**src/rtl/pci_pkg.sv**
```systemverilog
// rtl/pci_pkg.sv - shared PCI initiator commands, status codes, FSM states and parity helper
package pci_pkg;

   localparam logic [3:0] CMD_MEM_READ  = 4'b0110;
   localparam logic [3:0] CMD_MEM_WRITE = 4'b0111;
   localparam logic [3:0] BE_IDLE       = 4'b1111;

   typedef enum logic [1:0] {
      ST_OK     = 2'b00,
      ST_MABORT = 2'b01
   } status_t;

   typedef enum logic [2:0] {
      S_IDLE,
      S_ADDR,
      S_DATA,
      S_ABORT,
      S_TURN
   } state_t;

   function automatic logic even_par(input logic [35:0] v);
      return ^v;
   endfunction

endpackage

```
**src/rtl/pci_par_gen.sv**
```systemverilog
// rtl/pci_par_gen.sv - registered even parity over AD/CBE, zero when the initiator is not driving AD
module pci_par_gen
   import pci_pkg::*;
(
   input  logic        clock,
   input  logic        reset,
   input  logic [31:0] ad,
   input  logic [3:0]  cbe,
   input  logic        drive,
   output logic        par
);

   // PAR trails the AD/CBE values it covers by one clock
   always_ff @(posedge clock) begin
      if (reset)
         par <= 1'b0;
      else
         par <= drive ? even_par({ad, cbe}) : 1'b0;
   end

endmodule

```
**src/rtl/pci_initiator.sv**
```systemverilog
// rtl/pci_initiator.sv - PCI bus master running host memory bursts; PAR output under PCI_INIT_PAR_EN
module pci_initiator
   import pci_pkg::*;
#(
   parameter  int MAX_BURST      = 8,
   parameter  int DEVSEL_TIMEOUT = 5,
   localparam int LEN_W          = $clog2(MAX_BURST + 1)
) (
   input  logic             clock,
   input  logic             reset,
   input  logic             req_valid,
   output logic             req_ready,
   input  logic [3:0]       req_cmd,
   input  logic [31:0]      req_addr,
   input  logic [LEN_W-1:0] req_len,
   input  logic [3:0]       req_be,
   input  logic [31:0]      wr_data,
   input  logic             wr_valid,
   output logic             wr_ready,
   output logic [31:0]      rd_data,
   output logic             rd_valid,
   output logic             done,
   output logic [1:0]       status,
   output logic             FRAME,
   output logic             IRDY,
   output logic [3:0]       CBE,
   output logic [31:0]      AD_out,
   output logic             AD_oe,
   input  logic [31:0]      AD_in,
   input  logic             DEVSEL,
   input  logic             TRDY
`ifdef PCI_INIT_PAR_EN
   ,
   output logic             PAR
`endif
);

   localparam int CNT_W = $clog2(DEVSEL_TIMEOUT + 1);

   state_t           state, state_n;
   logic             is_write, is_write_n;
   logic [3:0]       be_q, be_n;
   logic [LEN_W-1:0] len_q, len_n, rem_q, rem_n, loaded_q, loaded_n, len_eff;
   logic             stage_full, stage_full_n, devsel_seen, devsel_seen_n, aborted, aborted_n;
   logic [CNT_W-1:0] dev_cnt, dev_cnt_n;
   logic             req_ready_n, rd_valid_n, done_n, frame_n, irdy_n, ad_oe_n;
   logic [31:0]      rd_data_n, ad_out_n;
   logic [1:0]       status_n;
   logic [3:0]       cbe_n;
   logic             in_bus, completing, abort_now, load;

   assign len_eff    = (req_len == '0) ? LEN_W'(1) :
                       (req_len > LEN_W'(MAX_BURST)) ? LEN_W'(MAX_BURST) : req_len;
   assign in_bus     = (state == S_ADDR) || (state == S_DATA);
   assign completing = (state == S_DATA) && !IRDY && !TRDY && !DEVSEL;
   assign abort_now  = in_bus && DEVSEL &&
                       (devsel_seen || (dev_cnt == CNT_W'(DEVSEL_TIMEOUT - 1)));
   // wr_ready looks at this cycle's TRDY/DEVSEL so the stage can refill on the completing edge
   assign wr_ready   = !reset && is_write && in_bus && !abort_now &&
                       (loaded_q < len_q) && (!stage_full || completing);
   assign load       = wr_valid && wr_ready;

   // Next-state and next-output decode for the bus sequencer
   always_comb begin
      state_n       = state;
      is_write_n    = is_write;
      be_n          = be_q;
      len_n         = len_q;
      rem_n         = rem_q;
      loaded_n      = loaded_q;
      stage_full_n  = stage_full;
      devsel_seen_n = devsel_seen;
      aborted_n     = aborted;
      dev_cnt_n     = dev_cnt;
      req_ready_n   = req_ready;
      rd_valid_n    = 1'b0;
      rd_data_n     = rd_data;
      done_n        = 1'b0;
      status_n      = status;
      frame_n       = FRAME;
      irdy_n        = IRDY;
      cbe_n         = CBE;
      ad_out_n      = AD_out;
      ad_oe_n       = AD_oe;
      if (in_bus && !devsel_seen) dev_cnt_n = dev_cnt + CNT_W'(1);
      if (in_bus && !DEVSEL) devsel_seen_n = 1'b1;
      case (state)
         S_IDLE: begin
            req_ready_n = 1'b1;
            if (req_valid && req_ready) begin
               state_n       = S_ADDR;
               req_ready_n   = 1'b0;
               is_write_n    = req_cmd[0];
               be_n          = req_be;
               len_n         = len_eff;
               rem_n         = len_eff;
               loaded_n      = '0;
               stage_full_n  = 1'b0;
               devsel_seen_n = 1'b0;
               aborted_n     = 1'b0;
               dev_cnt_n     = '0;
               frame_n       = 1'b0;
               irdy_n        = 1'b1;
               ad_oe_n       = 1'b1;
               ad_out_n      = req_addr;
               cbe_n         = req_cmd;
            end
         end
         S_ADDR, S_DATA: begin
            if (abort_now) begin
               state_n      = S_ABORT;
               frame_n      = 1'b1;
               irdy_n       = 1'b0;
               stage_full_n = 1'b0;
               aborted_n    = 1'b1;
            end else if (completing && rem_q == LEN_W'(1)) begin
               rem_n        = '0;
               if (!is_write) begin
                  rd_valid_n = 1'b1;
                  rd_data_n  = AD_in;
               end
               state_n      = S_TURN;
               frame_n      = 1'b1;
               irdy_n       = 1'b1;
               ad_oe_n      = 1'b0;
               ad_out_n     = '0;
               cbe_n        = BE_IDLE;
               stage_full_n = 1'b0;
            end else begin
               state_n = S_DATA;
               cbe_n   = be_q;
               if (completing) begin
                  rem_n = rem_q - LEN_W'(1);
                  if (!is_write) begin
                     rd_valid_n = 1'b1;
                     rd_data_n  = AD_in;
                  end
               end
               if (is_write) begin
                  // IRDY tracks whether a word is sitting on AD_out
                  stage_full_n = load || (stage_full && !completing);
                  irdy_n       = !stage_full_n;
                  if (load) begin
                     ad_out_n = wr_data;
                     loaded_n = loaded_q + LEN_W'(1);
                     if (loaded_q + LEN_W'(1) == len_q) frame_n = 1'b1;
                  end
               end else begin
                  ad_oe_n = 1'b0;
                  irdy_n  = 1'b0;
                  if (state == S_ADDR)
                     frame_n = (len_q == LEN_W'(1));
                  else if (completing && rem_q == LEN_W'(2))
                     frame_n = 1'b1;
               end
            end
         end
         S_ABORT: begin
            state_n  = S_TURN;
            irdy_n   = 1'b1;
            ad_oe_n  = 1'b0;
            ad_out_n = '0;
            cbe_n    = BE_IDLE;
         end
         S_TURN: begin
            state_n     = S_IDLE;
            done_n      = 1'b1;
            status_n    = aborted ? ST_MABORT : ST_OK;
            req_ready_n = 1'b1;
         end
         default: state_n = S_IDLE;
      endcase
   end

   // State and registered bus/host outputs; reset releases the bus immediately
   always_ff @(posedge clock) begin
      if (reset) begin
         state       <= S_IDLE;
         is_write    <= 1'b0;
         be_q        <= BE_IDLE;
         len_q       <= '0;
         rem_q       <= '0;
         loaded_q    <= '0;
         stage_full  <= 1'b0;
         devsel_seen <= 1'b0;
         aborted     <= 1'b0;
         dev_cnt     <= '0;
         req_ready   <= 1'b0;
         rd_valid    <= 1'b0;
         rd_data     <= '0;
         done        <= 1'b0;
         status      <= ST_OK;
         FRAME       <= 1'b1;
         IRDY        <= 1'b1;
         CBE         <= BE_IDLE;
         AD_out      <= '0;
         AD_oe       <= 1'b0;
      end else begin
         state       <= state_n;
         is_write    <= is_write_n;
         be_q        <= be_n;
         len_q       <= len_n;
         rem_q       <= rem_n;
         loaded_q    <= loaded_n;
         stage_full  <= stage_full_n;
         devsel_seen <= devsel_seen_n;
         aborted     <= aborted_n;
         dev_cnt     <= dev_cnt_n;
         req_ready   <= req_ready_n;
         rd_valid    <= rd_valid_n;
         rd_data     <= rd_data_n;
         done        <= done_n;
         status      <= status_n;
         FRAME       <= frame_n;
         IRDY        <= irdy_n;
         CBE         <= cbe_n;
         AD_out      <= ad_out_n;
         AD_oe       <= ad_oe_n;
      end
   end

`ifdef PCI_INIT_PAR_EN
   pci_par_gen u_par_gen (
      .clock (clock),
      .reset (reset),
      .ad    (AD_out),
      .cbe   (CBE),
      .drive (AD_oe),
      .par   (PAR)
   );
`endif

endmodule

```
**config.mk**
```make
export PLATFORM = sky130hd
export DESIGN_NAME = pci_initiator
export DESIGN_NICKNAME = d
export VERILOG_FILES = /design/src/rtl/pci_pkg.sv /design/src/rtl/pci_par_gen.sv /design/src/rtl/pci_initiator.sv
export SDC_FILE = /design/constraint.sdc
export NUM_CORES = 1
export LEC_CHECK = 0
export CORE_AREA = 10 10 113 115
export CTS_BUF_LIST = sky130_fd_sc_hd__clkbuf_4
export CTS_CLUSTER_DIAMETER = 60
export DETAILED_ROUTE_END_ITERATION = 12
export DIE_AREA = 0 0 123 125
export PLACE_DENSITY = 0.89
export SYNTH_ARGS = -nofsm -noshare
export SYNTH_HDL_FRONTEND = slang
export SYNTH_SLANG_ARGS = --single-unit
export TNS_END_PERCENT = 1
```
**constraint.sdc**
```tcl
create_clock -name clock -period 2.4 [get_ports clock]
set_clock_uncertainty 0.1 [all_clocks]
set_input_delay 0.24 -clock clock [delete_from_list [all_inputs] [get_ports clock]]
set_output_delay 0.24 -clock clock [all_outputs]
set_load 0.02 [all_outputs]
```
# == After elaboration in Yosys (flattened, before gate mapping) ==
# Cells that the tools add are included.
# classes
muxes,67
n_reduce_logical,49
add_sub_neg,3
eq_ne,23
bitwise,2
magnitude_cmp,2
# op_table
operator,n
$mux 32,8
$pmux 32 s3,1
$mux 4,14
$mux 1,28
$mux 3,6
$logic_and 1x1->1,17
$pmux 4 s2,2
$ne 2x2->1 const B,6
$ne 3x3->1 const B,4
$pmux 4 s3,1
$reduce_and 3->1,4
$ne 5x5->1 const B,2
$reduce_and 5->1,2
$logic_not 1->1,9
$pmux 3 s3,1
$eq 4x1->1 const B,2
$pmux 1 s2,4
$reduce_and 4->1,2
$eq 3x2->1 const B,2
$eq 3x3->1 const B,2
$ne 6x6->1 const B,1
$pmux 1 s3,2
$reduce_and 6->1,1
$reduce_bool 2->1,3
other kinds (17),22
# totals
output_inout_bits,77
word_cells,166
in_bits,114
regBits,102

# == Longest topological paths before layout ==
# Gate-level depths: netlist of the first run.
# depth
word_depth,15
depth_mapped,11
ltp_nobuf,8

# == Worst setup path after synthesis of the first run ==
# OpenSTA, ideal clock, no wires.
# synth_path
path_type,register -> register
startpoint,register len_q[2]
endpoint,register AD_out[0]
slack_ns,0.209
t_arrival_ns,1.945
path_buffers,2
t_required_ns,2.154
period_less_slack_ns,2.191
setup_time_ns,0.146
stages_incl_launch_ff,11
cell_sequence,dfxtp_1 > inv_1 > ha_1 > o21ai_0 > a21oi_1 > nor4b_4 > a21o_4 > and2_4 > buf_6 > buf_6 > a211oi_2
# synth_via
elab_chain_len,6
# synth_lines
item,line_no,source
from (decl),pci_initiator.sv:43,"logic [LEN_W-1:0] len_q, len_n, rem_q, rem_n, loaded_q, loaded_n, len_eff;"
from (signal assigned),pci_initiator.sv:202,len_q <= len_n;
$lt 4x4->1,pci_initiator.sv:60,(loaded_q < len_q) && (!stage_full || completing);
$logic_and 1x1->1,pci_initiator.sv:59,assign wr_ready = !reset && is_write && in_bus && !abort_now &&
$logic_and 1x1->1,pci_initiator.sv:60,
$logic_and 1x1->1,pci_initiator.sv:61,assign load = wr_valid && wr_ready;
$ne 3x3->1 (no line),--,
$reduce_and 5->1 (no line),--,
to (signal assigned),pci_initiator.sv:217,AD_out <= ad_out_n;
to (decl),pci_initiator.sv:27,"output logic [31:0] AD_out,"
# No other way between the ends.
# A chain may end at the register's enable or synchronous reset.

# == Final worst setup path of the first run ==
# layout_path
startpoint,register len_q[3]
endpoint,output port wr_ready
# layout_via
elab_chain_len,3
# layout_lines
item,line_no,source
$lt 4x4->1,pci_initiator.sv:60,
$logic_and 1x1->1,pci_initiator.sv:59,
$logic_and 1x1->1,pci_initiator.sv:60,
to (decl),pci_initiator.sv:19,"output logic wr_ready,"
# No other way between the ends.

==> flow_summary.yaml, run 1 <==
grt:
  largest_net_degree_at_the_start_of_global_routing: 101
  initial_antenna_violation_count: 0
  globalRoute.totalOverflow: 0
  grt_use_total_pct: 19.64
  grt_pass1_vias: 4792
  grt_pass1_wl_um: 24700
die:
  pin_count: 191
  placementRows: 38
  initial_core_util_pct: 43.83
  core_area_sq_mm: 0.01060
  dieWidth_um: 123
  die-area_sq_mm: 0.01538
  die_height_um: 125
routing:
  detailroute.via_count: 4760
  routed_via_density: 5.541
  ant_nets: 0
  wl_um: 15960
  first_pass_iters: 5
  drt-initial-drc-count: 462
  top_signal_layer_used: "met4"
  routed-wl-met2_um: 7095
  met3WireLength_um: 2166
  wire_per_inst_um: 18.58
  routedLengthMet1_um: 6424
  detail_route.drc_violations: 0
sta:
  final_setup_violating_endpoints: 0
  max_freq_mhz: 435.8
  worstMarginPinSlew_ns: 1.198
  maxSlewViolCount: 0
  worst_hold_slack_ns: 0.2209
  slew_headroom_pct: 20.11
  timing_hold_violations_final: 0
  final.setup.worst_slack_ns: 0.1053
  timing.final.crit_period_ns: 2.295
  tns_ns: 0
  post-route-period-util_pct: 95.61
synthesis:
  count_of_warnings_emitted_by_yosys: 0
  synth-seq-area-share_pct: 43.51
  async_reset_ff_share_pct: 0
  syn_area_sq_mm: 0.004647
  synthesis.instances: 530
  synth-edff-count: 0
  yosys_most_used_dff: "sky130_fd_sc_hd__dfxtp_1"
  synth_top_area_cell: "sky130_fd_sc_hd__dfxtp_1"
  number_of_library_cell_types_mapped_by_synthesis: 54
  synthTopCellsByArea: "sky130_fd_sc_hd__dfxtp_1, sky130_fd_sc_hd__a21oi_1, sky130_fd_sc_hd__a211oi_2"
  synth.top_cell.area_share_pct: 43.51
  synthesis.nets: 654
  ys_seq_elements: 101
  synth_area_per_cell_sq_um: 8.768
pwr:
  internal-power_uw: 3071
  power.clock.fraction_pct: 23.4
  leakage_power_uw: 0.002521
  seqPwrFrac_pct: 42.7
  comb_power_share_pct: 34.0
  share_of_total_power_consumed_by_net_switching_pct: 31.86
  power_density_mw_per_mm2: 641.7
  vdd_ir_drop_max_uv: 362.5
  power.net_switching_uw: 1436
cells_and_area:
  layout_common_cells: "sky130_fd_sc_hd__clkdlybuf4s50_1, sky130_fd_sc_hd__dfxtp_1, sky130_fd_sc_hd__nand2_1"
  post_route_cells_drive_above_1_share_pct: 13.77
  num_antenna_cells: 0
  finalInstanceArea_sq_mm: 0.007024
  syn2layout_area_growth_pct: 51.16
  nNetsFinal: 840
  layout.cells.non_filler: 859
  fillerInstances: 820
  mostFrequentLayoutCell: "sky130_fd_sc_hd__clkdlybuf4s50_1"
clocking:
  tritoncts: "yes"
  cts-root-buf: "sky130_fd_sc_hd__clkbuf_4"
  clkTransAtPathRegs_ns: 0.15
  clkSinkCount: 101
  number_of_buffers_created_by_cts: 9
  ctsLongestPathBuffers: 2
  htree_num_levels: 3
  clock_insertion_delay_worst_skew_ns: 0.44
placement:
  io_buffer_count: 189
  dp_hpwl_um: 11960
  place_congestion: 0.9211
  pre_cts_ws_ns: 0.001564
  placed_cells: 843
  placedInstanceArea_sq_mm: 0.006795
worst_setup_path:
  r2r_slack_ns: 0.12
  cp_data_required_time_ns: 2.06
  cp_class: "register to output pin"
  critical_path.max_fanout: 2
  regToRegStartpoint: "state[1]$_SDFFE_PP0P_"
  endpoint_type_of_the_worst_setup_path: "output pin"
  reg2regPathDepth: 8
  critical_path.reg2reg.endpoint: "stage_full$_SDFFE_PP0P_"
  cp-start-kind: "register"
  critPathArrivalTime_ns: 1.95
min_path:
  min-delay-start: "AD_in[0]"
  worst_hold_path.endpoint: "rd_data[0]$_SDFFE_PP0P_"
  timing.hold.worst_path_depth: 3
  hold_path.class: "primary input to register"
run_status:
  run_status: "finished clean"
run:
  drv.max_cap_violation_count: 0
[registers in the layout, summed over array words and instances, names as in the netlist]
name	cells
devsel_seen	1
rem_q	4
AD_oe	1
aborted	1
loaded_q	4
req_ready	1
is_write	1
IRDY	1
len_q	4
FRAME	1
stage_full	1
dev_cnt	3
status	1
AD_out	32
state	3
be_q	4
done	1
rd_data	32
CBE	4
rd_valid	1
[worst max-delay path by stage]
stage                        endpoint  cells after the start  slack, ns                   from
2_1_floorplan  AD_out[0]$_SDFFE_PP0P_                     10       0.21  len_q[2]$_SDFFE_PP0P_
3_3_place_gp                 wr_ready                      5      0.008                 DEVSEL
3_5_place_dp   AD_out[9]$_SDFFE_PP0P_                      8      0.002                 DEVSEL
4_1_cts                      wr_ready                      7       0.03  len_q[2]$_SDFFE_PP0P_
5_1_grt                      wr_ready                      7     -0.009  dev_cnt[1]$_SDFF_PP0_
6_report                     wr_ready                      7       0.11  len_q[3]$_SDFFE_PP0P_
[layer usage]
| layer | global-route usage [%] | vias to the layer above |
|---|---|---|
| li1 | - | 2253 |
| met1 | 23.42 | 2231 |
| met2 | 30.76 | 246 |
| met3 | 9.586 | 30 |
| met4 | 5.278 | 0 |
| met5 | 0 | - |
[critical path: stages, from the launching register on]
cell and delay (ns):
sky130_fd_sc_hd__dfxtp_2 0.35, sky130_fd_sc_hd__inv_1 0.06, sky130_fd_sc_hd__ha_1 0.32, sky130_fd_sc_hd__o21ai_2 0.07, sky130_fd_sc_hd__a21oi_2 0.07, sky130_fd_sc_hd__nor4b_4 0.30
sky130_fd_sc_hd__and3_1 0.21, sky130_fd_sc_hd__buf_6 0.13
[area by class of cell]
class / instances / area (sq um) / area share [%]
multi-input combinational: 375 / 2419 / 34.43
clock inverter: 5 / 101.3 / 1.443
clock buffer: 9 / 67.56 / 0.9619
timing repair buffer: 220 / 2201 / 31.33
inverter: 9 / 33.78 / 0.4809
sequential: 101 / 2027 / 28.86
tap: 140 / 175.2 / 2.494
[timing repair]
item                                    in CTS  in global routing
hold buffers                                 1                  0
buffers inserted                             0                  1
endpoints found under the hold margin        1                  0
pin swaps                                    1                  7
resized for setup                            9                 10
endpoints found under the setup margin       1                  3
[cell usage after synthesis (2+ instances only)]
library cell,instances
sky130_fd_sc_hd__dfxtp_1,101
sky130_fd_sc_hd__nand2_1,90
sky130_fd_sc_hd__a21oi_1,82
sky130_fd_sc_hd__a22oi_1,33
sky130_fd_sc_hd__clkbuf_1,31
sky130_fd_sc_hd__a211oi_2,30
sky130_fd_sc_hd__nor2_1,28
sky130_fd_sc_hd__ha_1,10
sky130_fd_sc_hd__inv_1,9
sky130_fd_sc_hd__o21ai_0,9
sky130_fd_sc_hd__nor3_1,8
sky130_fd_sc_hd__nand3b_1,7
sky130_fd_sc_hd__buf_6,6
sky130_fd_sc_hd__a211oi_1,5
sky130_fd_sc_hd__nand3_1,5
sky130_fd_sc_hd__o22ai_1,5
sky130_fd_sc_hd__xnor2_1,5
sky130_fd_sc_hd__a211o_1,4
sky130_fd_sc_hd__nor4_1,4
sky130_fd_sc_hd__xor2_1,4
sky130_fd_sc_hd__a21o_1,3
sky130_fd_sc_hd__and3_1,3
sky130_fd_sc_hd__buf_2,3
sky130_fd_sc_hd__buf_4,3
sky130_fd_sc_hd__nand4_1,3
sky130_fd_sc_hd__nor3b_1,3
sky130_fd_sc_hd__o211ai_1,3
sky130_fd_sc_hd__buf_1,2
sky130_fd_sc_hd__mux2i_1,2
sky130_fd_sc_hd__nor2b_1,2
sky130_fd_sc_hd__o21a_1,2
sky130_fd_sc_hd__or2_2,2
sky130_fd_sc_hd__or3_1,2
[power by group through the flow]
stage / registers, uW / logic, uW / clock network (uW)
floorplan: 2100 / 706 / 0
global placement: 1950 / 1460 / 0
detailed placement: 1960 / 1510 / 0
CTS: 1920 / 1520 / 1090
global route: 1940 / 1640 / 1150
finish: 1920 / 1530 / 1050
[kinds of logic (layout without fill, tap and decap cells)]
logic type	count (synthesis)	in the layout	synth area share [%]
AO/OA/AOI/OAI	186	186	28.89
XOR/XNOR	9	9	1.696
adder cells (fa/ha/maj)	11	11	2.908
buffers and inverters	54	243	5.654
flip-flops	101	101	43.51
multiplexers	3	3	0.6731
other	1	1	0.08070
AND/OR/NAND/NOR	165	165	16.59
[metrics by stage]
stage               utilization, %  total power (uW)
floorplan                        -              2805
global placement             64.09              3410
detailed placement           64.09              3469
CTS                          65.84              4530
global route                 66.25              4733
finish                       66.25              4507
Note: power is estimated with default switching activity, not from simulation.
==> inputs of run 2 (changes only) <==
--- a/config.mk
+++ b/config.mk
@@ -10,7 +10,7 @@
 export CTS_CLUSTER_DIAMETER = 60
 export DETAILED_ROUTE_END_ITERATION = 12
 export DIE_AREA = 0 0 123 125
-export PLACE_DENSITY = 0.89
+export PLACE_DENSITY = 0.82
 export SYNTH_ARGS = -nofsm -noshare
 export SYNTH_HDL_FRONTEND = slang
 export SYNTH_SLANG_ARGS = --single-unit
==> flow_summary.yaml, run 2 (synthesis gave the netlist of run 1 again) <==
run_status:
  run_status: "finished clean"
cells_and_area:
  top_flop_regs: "AD_out x32, rd_data x32"
  post_route_cells_drive_above_1_share_pct: 13.81
  num_antenna_cells: 0
  layout_common_cells: "sky130_fd_sc_hd__clkdlybuf4s50_1, sky130_fd_sc_hd__dfxtp_1, sky130_fd_sc_hd__nand2_1"
  syn2layout_area_growth_pct: 50.75
  nNetsFinal: 843
  seq_area_sq_mm: 0.002026
  mostFrequentLayoutCell: "sky130_fd_sc_hd__clkdlybuf4s50_1"
  fillerInstances: 845
  multi_input_area_sq_mm: 0.002405
sta:
  final.setup.worst_slack_ns: 0.07180
  slew_headroom_pct: 52.24
  grt_setup_unrepaired: "yes"
  timing.final.crit_period_ns: 2.328
  worst_hold_slack_ns: 0.2100
  final_setup_violating_endpoints: 0
  post-route-period-util_pct: 97.01
  maxSlewViolCount: 0
  timing_hold_violations_final: 0
  worstMarginPinSlew_ns: 0.7165
  max_freq_mhz: 429.5
  tns_ns: 0
routing:
  detailroute.via_count: 4629
  drt-initial-drc-count: 340
  wl_um: 15200
  ant_nets: 0
  detail_route.drc_violations: 0
  first_pass_iters: 4
  routed_via_density: 5.358
  wire_per_inst_um: 17.59
die:
  pin_count: 191
  die-area_sq_mm: 0.01538
  initial_core_util_pct: 43.83
  die_height_um: 125
  dieWidth_um: 123
  core_area_sq_mm: 0.01060
  placementRows: 38
clocking:
  clock_insertion_delay_worst_skew_ns: 0.45
  cts-root-buf: "sky130_fd_sc_hd__clkbuf_4"
  number_of_buffers_created_by_cts: 9
  clkSinkCount: 101
  clkTransAtPathRegs_ns: 0.16
  htree_num_levels: 3
  tritoncts: "yes"
  ctsLongestPathBuffers: 2
pwr:
  power.net_switching_uw: 1462
  seqPwrFrac_pct: 44.0
  leakage_power_uw: 0.002527
  power_density_mw_per_mm2: 621.1
  internal-power_uw: 2890
  share_of_total_power_consumed_by_net_switching_pct: 33.59
  vdd_ir_drop_max_uv: 359.1
  finalPower_uw: 4351
  power.clock.fraction_pct: 20.9
  comb_power_share_pct: 35.2
placement:
  pre_cts_ws_ns: -0.05299
  dp_hpwl_um: 11530
  io_buffer_count: 189
  place_congestion: 0.9253
grt:
  largest_net_degree_at_the_start_of_global_routing: 66
  grt_use_total_pct: 19.01
  grt_pass1_wl_um: 24030
  grt_pass1_vias: 4698
  globalRoute.totalOverflow: 0
  initial_antenna_violation_count: 0
min_path:
  hold_path.class: "primary input to register"
worst_setup_path:
  critical_path.max_fanout: 2
  endpoint_type_of_the_worst_setup_path: "output pin"
  cp-start-kind: "register"
  cp_data_required_time_ns: 2.06
  critPathArrivalTime_ns: 1.99
  cp_class: "register to output pin"
run:
  drv.max_cap_violation_count: 0
## run 2: changes by cell type in the layout (fill, tap and decap cells not counted), moves of 2 or more
cell / delta
sky130_fd_sc_hd__inv_2: -2
sky130_fd_sc_hd__buf_4: +3
sky130_fd_sc_hd__clkinv_2: +2
sky130_fd_sc_hd__clkinv_4: +3
sky130_fd_sc_hd__ha_1: +2
sky130_fd_sc_hd__inv_1: +2
sky130_fd_sc_hd__bufinv_16: -2
sky130_fd_sc_hd__ha_4: -2
## run 2: power by group through the flow
stage / clock [uW] / sequential, uW / combinational (uW)
2_1_floorplan: 0 / 2100 / 706
3_5_place_dp: 0 / 1950 / 1530
3_3_place_gp: 0 / 1950 / 1480
4_1_cts: 945 / 1910 / 1540
5_1_grt: 1000 / 1930 / 1660
6_report: 908 / 1910 / 1530
## run 2: path summary, 6_finish.rpt
| path | startpoint | endpoint | cells past startpoint | slack [ns] |
|---|---|---|---|---|
| setup / recovery | len_q[2]$_SDFFE_PP0P_ | wr_ready | 7 | 0.07 |
| hold / removal | AD_in[21] | rd_data[21]$_SDFFE_PP0P_ | 3 | 0.21 |
| setup reg to reg | state[0]$_SDFFE_PP0P_ | AD_out[29]$_SDFFE_PP0P_ | 8 | 0.09 |
| hold reg to reg | status[0]$_SDFFE_PP0P_ | status[0]$_SDFFE_PP0P_ | 2 | 0.37 |
## run 2: routing by layer
metal	wire length [um]	vias up	part of all wire [%]	global-route usage, %
li1	-	2281	-	-
met1	6285	2140	41	22.55
met2	6859	193	45	29.94
met3	1830	15	12	8.416
met4	221	0	1.5	6.374
met5	0	-	0	0
## run 2: final cells by class
type                       instances  area share, %
clock buffer                       9         0.9645
clock inverter                     7          1.072
inverter                           9         0.4822
multi-input combinational        375          34.33
sequential                       101          28.92
tap                              140          2.500
timing repair buffer             223          31.74
## run 2: critical path, stage by stage (launching register included)
cell and delay (ns):
sky130_fd_sc_hd__dfxtp_2 0.36, sky130_fd_sc_hd__inv_1 0.04, sky130_fd_sc_hd__ha_1 0.29, sky130_fd_sc_hd__o21ai_2 0.14, sky130_fd_sc_hd__a21oi_2 0.08, sky130_fd_sc_hd__nor4b_4 0.29
sky130_fd_sc_hd__and3_1 0.22, sky130_fd_sc_hd__buf_6 0.13
## run 2: repair_timing
action | 4_1_cts | 5_1_grt
endpoints found under the hold margin | 1 | 0
gates resized for setup | 6 | 8
pin swaps | 0 | 3
setup buffers | 0 | 0
endpoints found under the setup margin | 1 | 28
hold buffers | 1 | 0
## run 2: metrics by stage
step | instance area [sq um] | util [%] | cells
2_1_floorplan | 4647 | - | 530
3_3_place_gp | 6825 | 64.37 | 847
3_5_place_dp | 6825 | 64.37 | 847
4_1_cts | 6979 | 65.82 | 864
5_1_grt | 7005 | 66.07 | 864
6_report | 7005 | 66.07 | 864
==> inputs of run 3 (changes only) <==
--- a/config.mk
+++ b/config.mk
@@ -6,7 +6,7 @@
 export NUM_CORES = 1
 export LEC_CHECK = 0
 export CORE_AREA = 10 10 113 115
-export CTS_BUF_LIST = sky130_fd_sc_hd__clkbuf_4
+export CTS_BUF_LIST = sky130_fd_sc_hd__clkbuf_2 sky130_fd_sc_hd__clkbuf_4 sky130_fd_sc_hd__clkbuf_8
 export CTS_CLUSTER_DIAMETER = 60
 export DETAILED_ROUTE_END_ITERATION = 12
 export DIE_AREA = 0 0 123 125
==> flow_summary.yaml, run 3 (synthesis gave the netlist of run 1 again) <==
cells_and_area:
  num_antenna_cells: 0
  multi_input_area_sq_mm: 0.002406
  nNetsFinal: 842
  syn2layout_area_growth_pct: 51.64
  seq_area_sq_mm: 0.002023
  layout_common_cells: "sky130_fd_sc_hd__clkdlybuf4s50_1, sky130_fd_sc_hd__dfxtp_1, sky130_fd_sc_hd__nand2_1"
  mostFrequentLayoutCell: "sky130_fd_sc_hd__clkdlybuf4s50_1"
  top_flop_regs: "AD_out x32, rd_data x32"
  post_route_cells_drive_above_1_share_pct: 13.28
  fillerInstances: 836
routing:
  wire_per_inst_um: 17.73
  drt-initial-drc-count: 346
  wl_um: 15310
  routed_via_density: 5.409
  detail_route.drc_violations: 0
  first_pass_iters: 5
  ant_nets: 0
  detailroute.via_count: 4668
grt:
  largest_net_degree_at_the_start_of_global_routing: 66
  grt_pass1_vias: 4726
  globalRoute.totalOverflow: 0
  grt_pass1_wl_um: 24140
  grt_use_total_pct: 19.10
  initial_antenna_violation_count: 0
placement:
  place_congestion: 0.9253
  pre_cts_ws_ns: -0.05299
  dp_hpwl_um: 11530
  io_buffer_count: 189
pwr:
  share_of_total_power_consumed_by_net_switching_pct: 32.76
  vdd_ir_drop_max_uv: 417.7
  power_density_mw_per_mm2: 643.7
  power.clock.fraction_pct: 24.1
  power.net_switching_uw: 1486
  finalPower_uw: 4536
  comb_power_share_pct: 33.7
  leakage_power_uw: 0.002546
  internal-power_uw: 3050
  seqPwrFrac_pct: 42.2
clocking:
  clkTransAtPathRegs_ns: 0.10
  cts_setup_buffers: 0
  htree_num_levels: 3
  hold_bufs_at_cts: 0
  number_of_buffers_created_by_cts: 9
  cts-root-buf: "sky130_fd_sc_hd__clkbuf_8"
  clkSinkCount: 101
  clock_insertion_delay_worst_skew_ns: 0.36
  tritoncts: "yes"
  ctsLongestPathBuffers: 2
worst_setup_path:
  critical-path-top-delay-family: "simple AND/OR/NAND/NOR gates"
  cp-start-kind: "register"
  crit_path_max_incr_delay_ns: 0.36
  r2r_slack_ns: 0.13
  critPathSlowestCell: "sky130_fd_sc_hd__dfxtp_1"
  regToRegStartpoint: "dev_cnt[1]$_SDFF_PP0_"
  critical_path.reg2reg.endpoint: "AD_out[5]$_SDFFE_PP0P_"
  cp_class: "register to output pin"
  crit_chain: "inv_1 -> ha_1 -> a21o_1 -> a21oi_2 -> nor4b_4 -> and3_1 -> clkbuf_4"
  endpoint_type_of_the_worst_setup_path: "output pin"
  critPathArrivalTime_ns: 1.97
  cp_data_required_time_ns: 2.06
  critical_path.max_fanout: 2
  reg2regPathDepth: 10
  crit_buf_inv: 2
sta:
  grt_setup_unrepaired: "no"
  slew_headroom_pct: 51.68
  max_freq_mhz: 433.7
  timing.final.crit_period_ns: 2.306
  final_setup_violating_endpoints: 0
  final.setup.worst_slack_ns: 0.09400
  maxSlewViolCount: 0
  post-route-period-util_pct: 96.08
  timing_hold_violations_final: 0
  worstMarginPinSlew_ns: 0.7248
die:
  die_height_um: 125
  die-area_sq_mm: 0.01538
  pin_count: 191
  dieWidth_um: 123
  placementRows: 38
  initial_core_util_pct: 43.83
  core_area_sq_mm: 0.01060
run:
  drv.max_cap_violation_count: 0
run_status:
  run_status: "finished clean"
min_path:
  timing.hold.worst_path_depth: 3
  worst_hold_path.endpoint: "rd_valid$_SDFF_PP0_"
  hold_path.class: "primary input to register"
  min-delay-start: "reset"
==> run 3: cell types whose count changed in the layout (fill, tap and decap cells not counted), sizes merged <==
cell	change
buf	-1
clkbuf	+1
dlygate4sd3	-1
==> run 3: worst register-to-register path: stages, from the launching register on <==
cell and delay (ns):
sky130_fd_sc_hd__dfxtp_1 0.36, sky130_fd_sc_hd__inv_1 0.05, sky130_fd_sc_hd__ha_1 0.19, sky130_fd_sc_hd__a21o_1 0.19
sky130_fd_sc_hd__a21oi_2 0.19, sky130_fd_sc_hd__nor4b_4 0.23, sky130_fd_sc_hd__buf_4 0.21, sky130_fd_sc_hd__a21o_4 0.15
sky130_fd_sc_hd__and2_4 0.17, sky130_fd_sc_hd__buf_12 0.18, sky130_fd_sc_hd__a211oi_2 0.09
==> run 3: per-layer routing <==
layer / global-route usage [%] / up-vias / share of wire, %
met5: 0 / - / 0
met1: 22.79 / 2178 / 43
met2: 30.07 / 207 / 44
li1: - / 2268 / -
met3: 8.236 / 15 / 11
met4: 6.443 / 0 / 1.5
==> run 3: worst max-delay path by stage <==
stage | end | slack, ns | from | cells after the start
floorplan | AD_out[0]$_SDFFE_PP0P_ | 0.21 | len_q[2]$_SDFFE_PP0P_ | 10
detailed placement | wr_ready | -0.05 | DEVSEL | 5
finish | wr_ready | 0.09 | dev_cnt[1]$_SDFF_PP0_ | 7
CTS | wr_ready | 0.09 | dev_cnt[1]$_SDFF_PP0_ | 7
global placement | wr_ready | -0.03 | DEVSEL | 5
global route | wr_ready | 0.001 | dev_cnt[0]$_SDFF_PP0_ | 7
==> run 3: cell type report <==
class,count,area share [%]
flip-flops and latches,101,28.71
well taps,140,2.486
clock inverters,7,1.065
multi-input cells,375,34.14
repair buffers,222,31.36
inverters,9,0.4794
clock buffers,9,1.758
==> run 3: through the flow <==
stage                     util (%)  std cells  setup TNS [ns]  area, sq um  hold WS [ns]
after floorplan                  -        530               0         4647        0.2641
after global placement       64.37        847        -0.02708         6825        0.3411
after detailed placement     64.37        847         -0.1538         6825        0.3491
after CTS                    66.24        863               0         7023       0.09876
after global routing         66.46        863               0         7047        0.1067
final                        66.46        863               0         7047        0.1271
==> run 3: timing repair <==
item                       4_1_cts  5_1_grt
hold endpoints to repair         0        0
setup endpoints to repair        1       26
pin swaps                        0        1
resized for setup                5        5
==> run 3: power groups by stage <==
stage               logic [uW]  clock network, uW  registers [uW]
floorplan                  706                  0            2100
global placement          1480                  0            1950
detailed placement        1530                  0            1950
CTS                       1540               1130            1910
global route              1660               1190            1930
finish                    1530               1090            1910
